$ cat src/rtl/spi_receiver.sv
// SPI mode-0 slave that assembles MSB-first bytes into commands: one opcode byte,
// followed by a 32-bit little-endian argument when the opcode MSB is set.
module spi_receiver #(
    parameter int SYNC_STAGES = 2
) (
    input  logic        clk,
    input  logic        rst,
    input  logic        spi_cs_n,
    input  logic        spi_sclk,
    input  logic        spi_mosi,
    output logic [7:0]  opcode,
    output logic [31:0] opdata,
    output logic        execute,
    output logic        abort
);

    typedef enum logic [1:0] {
        IDLE,
        READ_DATA,
        EXECUTE
    } state_t;

    logic [SYNC_STAGES-1:0] cs_sync;
    logic [SYNC_STAGES-1:0] sclk_sync;
    logic [SYNC_STAGES-1:0] mosi_sync;
    logic                   cs_s;
    logic                   sclk_s;
    logic                   mosi_s;
    logic                   dly_sclk;
    logic                   rise;

    logic [7:0]             shift_reg;
    logic [2:0]             bit_cnt;
    logic                   rx_strobe;

    state_t                 state;
    state_t                 next_state;
    logic [1:0]             byte_cnt;
    logic                   abort_set;

    // Presetting CS high and SCLK low keeps a reset from looking like a rising clock.
    always_ff @(posedge clk) begin
        if (rst) begin
            cs_sync   <= '1;
            sclk_sync <= '0;
            mosi_sync <= '0;
            dly_sclk  <= 1'b0;
        end else begin
            cs_sync   <= {cs_sync[SYNC_STAGES-2:0], spi_cs_n};
            sclk_sync <= {sclk_sync[SYNC_STAGES-2:0], spi_sclk};
            mosi_sync <= {mosi_sync[SYNC_STAGES-2:0], spi_mosi};
            dly_sclk  <= sclk_s;
        end
    end

    assign cs_s   = cs_sync[SYNC_STAGES-1];
    assign sclk_s = sclk_sync[SYNC_STAGES-1];
    assign mosi_s = mosi_sync[SYNC_STAGES-1];
    assign rise   = sclk_s & ~dly_sclk & ~cs_s;

    always_ff @(posedge clk) begin
        if (rst || cs_s) begin
            shift_reg <= 8'h00;
            bit_cnt   <= 3'd0;
            rx_strobe <= 1'b0;
        end else begin
            rx_strobe <= rise && (bit_cnt == 3'd7);
            if (rise) begin
                shift_reg <= {shift_reg[6:0], mosi_s};
                bit_cnt   <= bit_cnt + 3'd1;
            end
        end
    end

    always_ff @(posedge clk) begin
        if (rst) begin
            state <= IDLE;
        end else begin
            state <= next_state;
        end
    end

    always_comb begin
        next_state = state;
        case (state)
            IDLE: begin
                if (rx_strobe) begin
                    next_state = shift_reg[7] ? READ_DATA : EXECUTE;
                end
            end
            READ_DATA: begin
                if (rx_strobe && (byte_cnt == 2'd3)) begin
                    next_state = EXECUTE;
                end else if (cs_s) begin
                    next_state = IDLE;
                end
            end
            EXECUTE: next_state = IDLE;
            default: next_state = IDLE;
        endcase
    end

    // A final argument byte landing together with CS release still completes the command.
    always_comb begin
        execute   = (state == EXECUTE);
        abort_set = (state == READ_DATA) && cs_s && !(rx_strobe && (byte_cnt == 2'd3));
    end

    always_ff @(posedge clk) begin
        if (rst) begin
            opcode   <= 8'h00;
            opdata   <= 32'h0000_0000;
            byte_cnt <= 2'd0;
            abort    <= 1'b0;
        end else begin
            abort <= abort_set;
            case (state)
                IDLE: begin
                    if (rx_strobe) begin
                        opcode <= shift_reg;
                        if (shift_reg[7]) begin
                            byte_cnt <= 2'd0;
                        end
                    end
                end
                READ_DATA: begin
                    if (rx_strobe) begin
                        opdata[{byte_cnt, 3'b000} +: 8] <= shift_reg;
                        byte_cnt <= byte_cnt + 2'd1;
                    end
                end
                default: ;
            endcase
        end
    end

endmodule
$ cat config.mk
export PLATFORM = sky130hd
export DESIGN_NAME = spi_receiver
export DESIGN_NICKNAME = d
export VERILOG_FILES = /design/src/rtl/spi_receiver.sv
export SDC_FILE = /design/constraint.sdc
export NUM_CORES = 1
export LEC_CHECK = 0
export CAP_MARGIN = 20
export CORE_MARGIN = 5
export CORE_UTILIZATION = 51
export DETAILED_ROUTE_END_ITERATION = 16
export PLACE_DENSITY = 0.78
export SLEW_MARGIN = 20
export SYNTH_ARGS = -nofsm -noshare
export SYNTH_HDL_FRONTEND = slang
export SYNTH_SLANG_ARGS = --single-unit
$ cat constraint.sdc
create_clock -name clk -period 2.4 [get_ports clk]
set_input_delay 0.36 -clock clk [delete_from_list [all_inputs] [get_ports clk]]
set_output_delay 0.36 -clock clk [all_outputs]
set_load 0.005 [all_outputs]
### Word-level counts from Yosys, hierarchy flattened

Cells that the tools add are included.

* flip-flop bits (word level): 64
* output and inout port bits: 42

* add/sub/neg operators: 3
* equality and inequality tests: 8
* shifts and indexed selects: 2
* mux-type cells: 10
* bitwise operators: 4
* reduce and logical (&&, ||, !) cells: 12

Operator list (number)
* $bwmux 32: 1
* $shift 8x7->32 const A: 1
* $shiftx 8x7->32: 1
* $mux 2: 7
* $pmux 2 s2: 2
* $neg 5->7: 1
* $ne 2x2->1 const B: 3
* $reduce_and 2->1: 3
* $eq 2x2->1 const B: 2
* $logic_and 1x1->1: 4
* $reduce_and 4->1: 1
* $add 3x1->3 const B: 1
* $eq 3x3->1 const B: 1
* $ne 3x3->1 const B: 1
* $add 2x1->2 const B: 1
* $and 1x1->1: 2
* $eq 2x1->1 const B: 1
* $logic_not 2->1: 1
* $not 1->1: 2
* $reduce_bool 2->1: 1
* $logic_not 1->1: 1
* $logic_or 1x1->1: 1

### Longest topological paths before layout

Gate-level depths: netlist of the first run.

* depth after elaboration: 4
* gate-level depth with buffers: 7
* mapped depth without buffers: 5

### Worst setup path before layout of the first run

Ideal clock, no wire load.

* kind: flip-flop to flip-flop
* start: register byte_cnt[0]
* end: register opdata[7]
* arrival time: 1.585 ns
* setup slack: 0.745 ns
* cell stages (with the launch flop): 7
* path buffers: 1
* cell sequence: dfxtp_1 inv_1 ha_1 nor4bb_1 buf_2 nand3_1 a21oi_1

* word-level cells in the longest chain between the ends: 3
* elaborated cells between the ends (all ways): 4

RTL lines
* start: declaration: line 38 `logic [1:0] byte_cnt;`
* start signal: assignment: line 129 `byte_cnt <= byte_cnt + 2'd1;`
* $neg 5->7 *: line 128 `opdata[{byte_cnt, 3'b000} +: 8] <= shift_reg;`
* $shiftx 8x7->32 or $shift 8x7->32 (tied branches): line 128
* $bwmux 32 *: line 128
* end signal: indexed assignment: line 128
* end: declaration: line 12 `output logic [31:0] opdata,`

Mark *: on every way between the ends. The rest lies on a longest branch, timed or not.
A chain may end at the register's enable or synchronous reset.

### Final worst setup path of the first run

* start: register state[1]
* end: output port execute

* word-level cells in the longest chain between the ends: 1

RTL lines
* start: declaration: line 36 `state_t state;`
* start signal: assignment: line 79 `state <= next_state;`
* $eq 2x2->1: line 105 `execute = (state == EXECUTE);`
* end: declaration: line 13 `output logic execute,`

Every way passes these cells.

==> impl_metrics.json, run 1 <==
{
  "p_seq_share_pct": 56.6,
  "slowest_stage": "dfxtp_1",
  "cts_tree": "yes",
  "hold_violations": 0,
  "nNetsFinal": 332,
  "dieWidth_um": 79.9,
  "cts_resized": 0,
  "syn-num-nets": 292,
  "finalCriticalPeriod_ns": 1.99,
  "yosysTopAreaCell": "dfxtp_1",
  "max_stage_delay_ns": 0.55,
  "comb_power_share_pct": 1.7,
  "drive_above_1_share_pct": 6.48,
  "ant_nets": 0,
  "via_per_inst": 5.30,
  "dr.pass1.iters": 4,
  "grt.busiest_layer": "met2",
  "startpoint_type": "flop",
  "critPathRequiredTime_ns": 2.04,
  "dpl.hpwl_mm": 3.70,
  "h-tree-depth": 3,
  "grt_setup_unrepaired": "false",
  "fin_skew_ns": 0.00339,
  "status": "complete, no violations",
  "cellLeakagePower_nw": 1.02,
  "clkTransAtPathRegs_ns": 0.06,
  "grtUsageMet2_pct": 29.7,
  "place.gp.congestion": 0.810,
  "syn_to_final_growth_pct": 25.2,
  "dr.first_iter.drc_count": 120,
  "intPower_mw": 1.51,
  "grt_first_pass_wirelength_mm": 9.10,
  "grtUsageTotal_pct": 18.6,
  "core_area_mm2": 0.00472,
  "grt_use_met1_pct": 23.2,
  "overflow": 0,
  "dieArea_mm2": 0.00639,
  "synth_area_per_cell_um2": 8.91,
  "wl_per_cell_um": 14.0,
  "gr-usage-met3_pct": 4.18,
  "std_cell_rows": 25,
  "grt_start_max_net_pins": 32,
  "cp_data_arrival_time_ns": 1.63,
  "maxSlewViolCount": 0,
  "power_density_mw_per_mm2": 605,
  "path_cells": "nor2b_1, clkdlybuf4s50_1",
  "drt-total-wl_mm": 5.49,
  "relSlewSlack_pct": 47.8,
  "clock-sinks": 64,
  "grt_pass1_vias": 1886,
  "crit_path_end_kind": "output pin",
  "num_vias": 2074,
  "largest_reg_flops": 32,
  "clock.fmax_mhz": 503,
  "cp_num_buf_inv": 1,
  "worstPathMaxFanout": 13,
  "clkPwrFrac_pct": 41.6,
  "die_h_um": 79.9,
  "cp_top_family": "flip-flops",
  "syn_area_mm2": 0.00249,
  "drv_cap": 0,
  "antenna_found_initial": 0,
  "swShare_pct": 20.2,
  "clockBufferDepth": 2,
  "synth-warning-count": 0,
  "yosysUniqueCellTypes": 28,
  "hold-worst-slack_ns": 0.413,
  "clock-root-buffer": "clkbuf_8",
  "irDropWorstVdd_uv": 422,
  "io_pins": 47,
  "min_period_over_period_pct": 82.9,
  "switching_power_mw": 0.381,
  "cts_setup_buffers": 0,
  "synth_top_area_share_pct": 51.4,
  "criticalPathCategory": "reg2out",
  "setup_viol": 0,
  "ys_seq_elements": 64,
  "portBuffers": 46,
  "ys_seq_area_share_pct": 51.4,
  "drc": 0,
  "worst_slew_pin_slew_ns": 0.782,
  "yosys-top-cells-area": "dfxtp_1 (51%), a21oi_1 (9.0%), nand2_1 (8.1%), nand3_1 (6.8%), ha_1 (3.5%)",
  "antenna_cells": 0,
  "netlist_instances": 280,
  "cts_buffers": 9,
  "initial_utilization_pct": 52.8,
  "hp-class": "reg2reg",
  "fin_setup_tns_ns": 0,
  "insertion_delay_ns": 0.33,
  "cts_hold_buf": 0
}
## final cells by class
class                      count  area [µm²]
clock buffer                  15         166
inverter                       2        7.51
fill                         406        1600
multi-input combinational    193        1090
tap                           67        83.8
timing repair buffer          50         490
sequential                    64        1280
## final timing paths
kind	startpoint	end	slack, ns	cells past startpoint
worst max-delay path	state[1]	execute	0.41	2
worst min-delay path	cs_sync[0]	cs_sync[1]	0.41	1
worst max register to register	byte_cnt[0]	opdata[6]	0.51	6
worst min register to register	cs_sync[0]	cs_sync[1]	0.41	1
## power groups by stage
stage	sequential [mW]	combinational [mW]	clock, mW
finish	1.07	0.0330	0.786
global route	1.07	0.0366	0.848
CTS	1.07	0.0330	0.803
detailed placement	1.09	0.0329	0
global placement	1.09	0.0327	0
floorplan	1.09	0.0221	0
## per-layer routing
metal	up-vias	part of all wire, %	wire (µm)
met5	-	0	0
met4	0	1.4	78
met3	7	7.5	414
met2	68	47	2580
met1	969	44	2420
li1	1030	-	-
## cells in the final DEF, fill, tap and decap left out
cell type,synthesis,final
dfxtp_1,64,64
nand2_1,54,54
clkdlybuf4s50_1,0,46
a21oi_1,45,45
nand3_1,34,34
nor2_1,11,11
clkbuf_8,0,11
nor2b_1,8,8
mux2i_1,8,8
ha_1,7,7
and4b_1,5,5
nand4b_1,4,4
clkbuf_1,8,4
buf_4,2,4
or2_2,3,3
inv_1,2,2
nand3b_1,2,2
nand2b_1,2,2
o21ai_0,2,2
xnor2_1,1,1
a211oi_1,1,1
nor3b_2,1,1
nor3b_4,1,1
nor4b_4,1,1
and3b_1,1,1
nor3_1,1,1
nor4bb_1,1,1
## metrics by stage
stage | area (µm²) | total power [mW] | std cells | worst slack [ns] | utilization (%)
finish | 3120 | 1.89 | 391 | 0.411 | 66.1
global route | 3120 | 1.95 | 391 | 0.321 | 66.1
global placement | 2960 | 1.13 | 376 | 0.584 | 62.6
floorplan | 2490 | 1.11 | 280 | 0.745 | -
CTS | 3120 | 1.91 | 391 | 0.382 | 66.1
detailed placement | 2960 | 1.13 | 376 | 0.524 | 62.6
## synthesized netlist by cell type
library cell / count
xnor2_1: 1
a211oi_1: 1
nand3b_1: 2
and4b_1: 5
o21ai_0: 2
buf_6: 2
and3b_1: 1
nor3b_2: 1
buf_2: 8
nand2b_1: 2
nand3_1: 34
nor2_1: 11
nor3_1: 1
nand2_1: 54
nor4b_4: 1
buf_4: 2
mux2i_1: 8
dfxtp_1: 64
ha_1: 7
a21oi_1: 45
nor2b_1: 8
buf_1: 1
nand4b_1: 4
inv_1: 2
clkbuf_1: 8
nor3b_4: 1
nor4bb_1: 1
or2_2: 3
## cells by family after synthesis
family / after synthesis / share of synthesized area, %
simple gates: 129 / 27.0
compound gates: 48 / 9.73
flops: 64 / 51.4
fa+ha+maj: 7 / 3.51
mux: 8 / 3.21
buf+inv: 23 / 4.77
xor+xnor: 1 / 0.351
(Power assumes the default switching activity.)
==> run 2, diff against run 1 <==
- clock period: 2.4 -> 2 ns (I/O delays scaled with it)
==> impl_metrics.json, run 2 (synthesis results as in run 1) <==
{
  "layout_commonest_cell": "dfxtp_1",
  "grt_first_pass_wirelength_mm": 9.05,
  "relSlewSlack_pct": 68.3,
  "grtUsageTotal_pct": 18.5,
  "cp_top_family": "flip-flops",
  "worstHoldPathCells": 1,
  "slowest_stage": "dfxtp_1",
  "place.gp.congestion": 0.785,
  "switching_power_mw": 0.482,
  "num_vias": 2075,
  "power_density_mw_per_mm2": 806,
  "cts_buffers": 9,
  "critPathRequiredTime_ns": 1.70,
  "io_pins": 47,
  "overflow": 0,
  "cellLeakagePower_nw": 1.07,
  "dieArea_mm2": 0.00639,
  "cp_data_arrival_time_ns": 1.61,
  "swShare_pct": 18.6,
  "drc": 0,
  "hold_start": "cs_sync[0]",
  "p_seq_share_pct": 49.6,
  "irDropWorstVdd_uv": 626,
  "std_cell_rows": 25,
  "drv_cap": 0,
  "drive_above_1_share_pct": 7.95,
  "via_per_inst": 5.27,
  "insertion_delay_ns": 0.33,
  "max_stage_delay_ns": 0.55,
  "grt_start_max_net_pins": 28,
  "crit_start": "state[1]",
  "die_h_um": 79.9,
  "setup_ws_ns": 0.0905,
  "fin_setup_tns_ns": 0,
  "min_period_over_period_pct": 95.5,
  "startpoint_type": "flop",
  "worst_slew_pin_slew_ns": 0.476,
  "initial_utilization_pct": 52.8,
  "largest_reg_flops": 32,
  "comb_power_share_pct": 1.6,
  "grt_setup_unrepaired": "false",
  "wl_per_cell_um": 14.1,
  "dp_slack_ns": 0.277,
  "seq_area_mm2": 0.00128,
  "cts_resized": 0,
  "dr.first_iter.drc_count": 128,
  "dpl.hpwl_mm": 3.72,
  "r2r_cells": 6,
  "intPower_mw": 2.10,
  "status": "complete, no violations",
  "cts_setup_buffers": 0,
  "dieWidth_um": 79.9,
  "path_cells": "nor2b_1, clkdlybuf4s50_1",
  "antenna_found_initial": 0,
  "hp-class": "reg2reg",
  "clockBufferDepth": 2,
  "portBuffers": 46,
  "maxSlewViolCount": 0,
  "fill_cells": 383,
  "path_depth": 2,
  "grt_pass1_vias": 1875,
  "fin_skew_ns": 0.00568,
  "hold-worst-slack_ns": 0.417,
  "clkTransAtPathRegs_ns": 0.07,
  "finalCriticalPeriod_ns": 1.91,
  "nNetsFinal": 334,
  "h-tree-depth": 3,
  "cp_num_buf_inv": 1,
  "cts_hold_buf": 0,
  "ant_nets": 0,
  "clock-root-buffer": "clkbuf_8",
  "antenna_cells": 0,
  "dr.pass1.iters": 5,
  "drt-total-wl_mm": 5.57,
  "clock-sinks": 64,
  "reg2reg_from": "byte_cnt[1]",
  "core_area_mm2": 0.00472,
  "setup_viol": 0,
  "fin_total_pwr_mw": 2.58,
  "layout_common_cells": "dfxtp_1 (64), nand2_1 (54), clkdlybuf4s50_1 (46), a21oi_1 (45), nand3_1 (34)",
  "syn_to_final_growth_pct": 28.5,
  "worstPathMaxFanout": 13,
  "clkPwrFrac_pct": 48.8,
  "clock.fmax_mhz": 524,
  "hold_violations": 0,
  "criticalPathCategory": "reg2out",
  "cts_tree": "yes",
  "multi_input_area_mm2": 0.00109,
  "crit_path_end_kind": "output pin"
}
## run 2: cell count changes in the layout (fill, tap and decap cells not counted), sizes merged
cell,before,now
clkbuf,15,14
bufinv,0,2
buf,4,6
## run 2: path summary, 6_finish.rpt
kind / to / slack [ns]
setup / recovery: execute / 0.09
hold / removal: cs_sync[1] / 0.42
setup reg to reg: opdata[4] / 0.23
hold reg to reg: cs_sync[1] / 0.42
## run 2: cell type report
cell class,instances,share of cell area (%)
Timing Repair Buffer,52,15.8
Multi-Input combinational cell,193,34.1
Sequential cell,64,40.0
Clock inverter,2,1.87
Tap cell,67,2.62
Clock buffer,14,5.39
Inverter,2,0.234
## run 2: routing by layer
layer / track usage, % / routed length (µm) / vias up
met5: 0 / 0 / -
met4: 9.97 / 125 / 0
met3: 3.39 / 367 / 13
met2: 29.0 / 2600 / 68
met1: 23.9 / 2470 / 955
li1: - / - / 1039
## run 2: power by group through the flow
stage | clock (mW) | combinational, mW | sequential [mW]
floorplan | 0 | 0.0266 | 1.31
global placement | 0 | 0.0406 | 1.31
detailed placement | 0 | 0.0413 | 1.31
CTS | 1.28 | 0.0416 | 1.28
global route | 1.33 | 0.0450 | 1.28
finish | 1.26 | 0.0413 | 1.28
## run 2: through the flow
step / instances / cell area (µm²) / util, %
floorplan: 280 / 2490 / -
global placement: 378 / 2970 / 62.9
detailed placement: 378 / 2970 / 62.9
CTS: 394 / 3200 / 67.8
global route: 394 / 3200 / 67.8
finish: 394 / 3200 / 67.8
==> RTL edit 1 (settings of run 1) <==
Change the parameter `SYNC_STAGES` from 2 to 4.
--- a/src/rtl/spi_receiver.sv
+++ b/src/rtl/spi_receiver.sv
@@ -3,3 +3,3 @@
 module spi_receiver #(
-    parameter int SYNC_STAGES = 2
+    parameter int SYNC_STAGES = 4
 ) (
Behaviour: same outputs for any inputs over 10 cycles, from zero or initial values and one cycle with rst high; that may be too few to reach the edited logic, so the function may still have changed.
==> RTL edit 1 against run 1 <==
Routed wire length increased by 1.5%. Total power increased by 6.5%. Hold slack got worse by 5.4 ps. Synthesized area rose by 5.9%. Global-route usage decreased by 0.53 points. Sequential cell count rose by 6. Setup slack better by 7.3 ps. Final area rose by 4.7%. Count of clock-buffer cells in the layout down 1. Maximum frequency is 0.37% higher. Combinational power decreased by 12%.
==> RTL edit 1: results (changes against run 1) <==
Yosys:
- Sorting the synthesized cells by how often they occur yields 70 x sky130_fd_sc_hd__dfxtp_1, 54 x sky130_fd_sc_hd__nand2_1, 45 x sky130_fd_sc_hd__a21oi_1.
- The share of the yosys chip area belonging to registers is 53.1% (+1.7 points).
- The cell count after synthesis is 291 (+3.9%).
- In the post-synthesis netlist, the biggest area contributors are sky130_fd_sc_hd__dfxtp_1 53%, sky130_fd_sc_hd__a21oi_1 8.5%, sky130_fd_sc_hd__nand2_1 7.7%.
- The post-synth net total is 303 (+3.8%).

Layout:
- The antenna diode instance count was 0 (unchanged).
- The filler cell count is 464 (+14%).
- The ratio of cells with drive above 1 in the final layout was 7.49% (+1.0 points).
- The layout net count is 342 (+3.0%).
- The number of standard cells in the layout, taps in and fillers out is 404 (+3.3%).

Routing:
- The detailed-routed wire length on met3 was 417 microns (+0.72%).
- The number of DRC markers in iteration 0 was 258 (+110%).
- The routed via count divided by cell count is 5.19 (-2.2%).
- The met1 layer wirelength in the final routing is 2430 microns (+0.29%).
- The met2 wire length is 2620 microns (+1.5%).
- The routed length per placed instance is 13.8 microns (-1.8%).

Global routing:
- The via count of the first global-routing pass came to 1875 (-0.58%).
- The met2 track demand over resource was 28.8% (-0.96 points).
- The global-route total usage across every layer is 18.0% (-0.53 points).
- The global-route wire length before repair is 8980 microns (-1.4%).
- The global routing usage on met1 came to 22.8% (-0.47 points).
- The routing usage on met3 is 3.95% (-0.23 points).

Placed design:
- The global placement routability congestion is 0.864 (+6.8%).
- The placed wire-length estimate after detailed placement is 3760 microns (+1.7%).
- The number of cells in the design after placement is 389 (+3.5%).

Worst hold path:
- The path with the worst hold slack has its endpoint at cs_sync[3]$_SDFF_PP1_.
- The worst hold path startpoint is cs_sync[2]$_SDFF_PP1_.

Power:
- The fraction of power spent switching nets is 20.2% (+0.066 points).
- The part of the power in the clock network came to 40.4% (-1.2 points).
- The static leakage power is 1.07 nW (+4.8%).
- The flip-flop and latch power is 1.17 mW (+9%).
- The maximum vdd ir drop came to 0.000482 V (+14%).

STA:
- The tightest slew margin relative to the limit is 47.9% (+0.19 points).
- The worst setup skew after layout is 6.30 ps (+2.91 ps).

Clocking:
- The clock slew seen by the registers of the worst setup and hold paths is 60 ps (about the same).
- The CTS H-tree depth is 3 (unchanged).

Worst setup path:
- On the critical path, the stage with the largest delay is an instance of sky130_fd_sc_hd__dfxtp_1.
- The worst reg-to-reg path cell count came to 5 (-1).

Run status:
- The run finished with clean final reports.
-- RTL edit 1: kinds of logic after synthesis --
| kind of cell | share of synthesized area, % |
|---|---|
| AO/OA/AOI/OAI | 9.19 |
| multiplexers | 3.03 |
| XOR/XNOR | 0.332 |
| adder cells (fa/ha/maj) | 3.32 |
| AND/OR/NAND/NOR | 27.1 |
| buffers and inverters | 3.93 |
| flip-flops | 53.1 |
-- RTL edit 1: per-stage QoR --
stage               setup slack, ps  power [mW]  util (%)  instance area (sq um)  hold slack, ps
floorplan                       741        1.22         -                   2640             389
global placement                573        1.22      61.1                   3100             394
detailed placement              519        1.23      61.1                   3100             395
CTS                             392        2.03      64.4                   3270             410
global route                    328        2.09      64.4                   3270             441
finish                          418        2.01      64.4                   3270             407
-- RTL edit 1: layout make-up --
type,count,area share (%)
clock buffers,14,4.97
repair buffers,48,14.4
flip-flops and latches,70,42.8
clock inverters,1,0.153
multi-input cells,199,34.7
well taps,70,2.68
inverters,2,0.230
==> RTL edit 2 (flow settings as in run 1) <==
Without the edit above. Reset style: asynchronous (`rst`), changed in 3 clocked blocks.
--- a/src/rtl/spi_receiver.sv
+++ b/src/rtl/spi_receiver.sv
@@ -41,3 +41,3 @@
     // Presetting CS high and SCLK low keeps a reset from looking like a rising clock.
-    always_ff @(posedge clk) begin
+    always_ff @(posedge clk or posedge rst) begin
         if (rst) begin
@@ -74,3 +74,3 @@
 
-    always_ff @(posedge clk) begin
+    always_ff @(posedge clk or posedge rst) begin
         if (rst) begin
@@ -108,3 +108,3 @@
 
-    always_ff @(posedge clk) begin
+    always_ff @(posedge clk or posedge rst) begin
         if (rst) begin
Behaviour: no difference found for any inputs over 10 cycles, from zero or initial values and one cycle with rst high; that may be too few to reach the edited logic, so the function may still have changed.
==> RTL edit 2 against run 1 <==
Synthesized area grew 2.3%. Register-to-register slack lost 50 ps. Setup slack gained 50 ps. Total power grew 2.0%. Via count shrank 12%. Global-route usage shrank 0.96 points. Utilization grew 1.1 points. Final area grew 3.0%. Largest cell class unchanged. Routed wire length shrank 7.0%. Sequential cell count is the same. Critical endpoint is now opdata[23]$_DFFE_PP0P_.
==> RTL edit 2: results (changes against run 1) <==
Worst hold path:
- The worst hold path startpoint is mosi_sync[0]$_DFF_PP0_.
- The path with the worst hold slack has its endpoint at mosi_sync[1]$_DFF_PP0_.
- The number of instances on the worst hold path was 0 (-1).

Layout:
- The buffer share of cell area came to 14.9% (-0.77 points).
- The number of combinational gates with multiple inputs is 157 (-19%).
- The layout net count is 295 (-11%).
- The ratio of cells with drive above 1 in the final layout is 10.4% (+3.9 points).
- The clock network contribution to total cell area came to 5.02% (-0.31 points).
- The number of ordinary and repair buffers in the finished layout was 47 (-6.0%).
- The filler cell count came to 402 (-0.99%).

Power:
- The clock-net power is 766 uW (-2.5%).
- The maximum vdd ir drop is 0.000509 V (+21%).
- The fraction of power spent switching nets is 20.9% (+0.72 points).
- The static leakage power is 1.34 nW (+30%).
- The power in combinational cells is 60.8 uW (+84%).
- The power density over the cells is 599 nW/um^2 (-1.0%).

Worst setup path:
- The largest individual stage delay along the critical path comes from the cell sky130_fd_sc_hd__dfrtp_1.
- The peak fanout along the critical path is 9 (-4).
- In this run the critical register-to-register path is captured at opdata[23]$_DFFE_PP0P_.
- The worst register-to-register path begins at byte_cnt[0]$_DFFE_PP0P_.
- The reg2reg setup slack was 460 ps (-50 ps).
- The worst reg-to-reg path cell count is 5 (-1).

Yosys:
- The share of synthesized area spent on multiplexers was 3.53% (+0.32 points).
- The number of warnings issued by yosys is 0 (unchanged).
- The share of the synthesized area in compound gates (AO/OA/AOI/OAI) is 11.1% (+1.3 points).
- Ranked by instance count, the synthesized netlist is headed by 68 x sky130_fd_sc_hd__nand2_1, 50 x sky130_fd_sc_hd__dfrtp_1, 28 x sky130_fd_sc_hd__o21ai_0.
- The async set-or-reset flop fraction in the synthesized netlist is 81.3% (+81 points).
- The share of the yosys chip area belonging to registers is 60.5% (+9.1 points).
- The post-synth net total is 248 (-15%).
- The synthesized-area fraction occupied by xor and xnor cells is 0.343% (-0.0079 points).
- The area share of fa/ha/maj cells after synthesis came to 3.43% (-0.079 points).

Routing:
- The detailed-routed wire length on met3 is 244 microns (-41%).
- The total length of routed wires is 5110 microns (-7.0%).
- The routed via count divided by cell count is 5.17 (-2.6%).
- The topmost layer with routed signal wires is met4.
- The met2 wire length came to 2500 microns (-3.1%).
- The met1 layer wirelength in the final routing came to 2290 microns (-5.5%).
- The number of DRC markers in iteration 0 was 119 (-0.83%).

Global routing:
- The global-route total usage across every layer is 17.6% (-0.96 points).
- The met2 track demand over resource came to 29.0% (-0.75 points).
- The global-route wire length before repair is 8510 microns (-6.4%).
- The global routing usage on met1 is 21.5% (-1.7 points).
- The maximum number of pins on one net before global-route repair came to 31 (-3.1%).
- The via count of the first global-routing pass is 1810 (-4.0%).

STA:
- The tightest slew margin relative to the limit was 46.9% (-0.86 points).

Placed design:
- The quantity of I/O buffers inserted on ports is 46 (unchanged).
- The placed wire-length estimate after detailed placement is 3550 microns (-4.1%).

Run status:
- The flow ran to the end, and the final reports show no timing, DRC or antenna violations.
RTL edit 2: changes by cell type after synthesis, moves of 6 or more:
cell,delta
sky130_fd_sc_hd__nor2b_1,-6
sky130_fd_sc_hd__dfxtp_1,-52
sky130_fd_sc_hd__a22o_1,+8
sky130_fd_sc_hd__a21oi_1,-34
sky130_fd_sc_hd__mux2_2,+8
sky130_fd_sc_hd__o21ai_0,+26
sky130_fd_sc_hd__mux2i_1,-8
sky130_fd_sc_hd__nand3_1,-33
sky130_fd_sc_hd__dfrtp_1,+50
sky130_fd_sc_hd__nand2_1,+14
RTL edit 2: per-stage QoR:
step | setup slack [ps] | util [%] | area (sq um) | cells | hold slack (ps)
detailed placement | 467 | 63.8 | 3060 | 339 | 338
floorplan | 745 | - | 2550 | 236 | 331
finish | 460 | 67.2 | 3220 | 355 | 351
global placement | 574 | 63.8 | 3060 | 339 | 335
global route | 339 | 67.2 | 3220 | 355 | 361
CTS | 441 | 67.2 | 3220 | 355 | 353
RTL edit 2: how the worst max path moves through the flow:
| stage | from | to | depth (start not counted) |
|---|---|---|---|
| after floorplan | byte_cnt[0]$_DFFE_PP0P_ | opdata[16]$_DFFE_PP0P_ | 5 |
| after global routing | byte_cnt[0]$_DFFE_PP0P_ | opdata[31]$_DFFE_PP0P_ | 5 |
| final | byte_cnt[0]$_DFFE_PP0P_ | opdata[23]$_DFFE_PP0P_ | 5 |
| after global placement | byte_cnt[0]$_DFFE_PP0P_ | opdata[20]$_DFFE_PP0P_ | 5 |
| after detailed placement | byte_cnt[0]$_DFFE_PP0P_ | opdata[21]$_DFFE_PP0P_ | 5 |
| after CTS | byte_cnt[0]$_DFFE_PP0P_ | opdata[23]$_DFFE_PP0P_ | 5 |
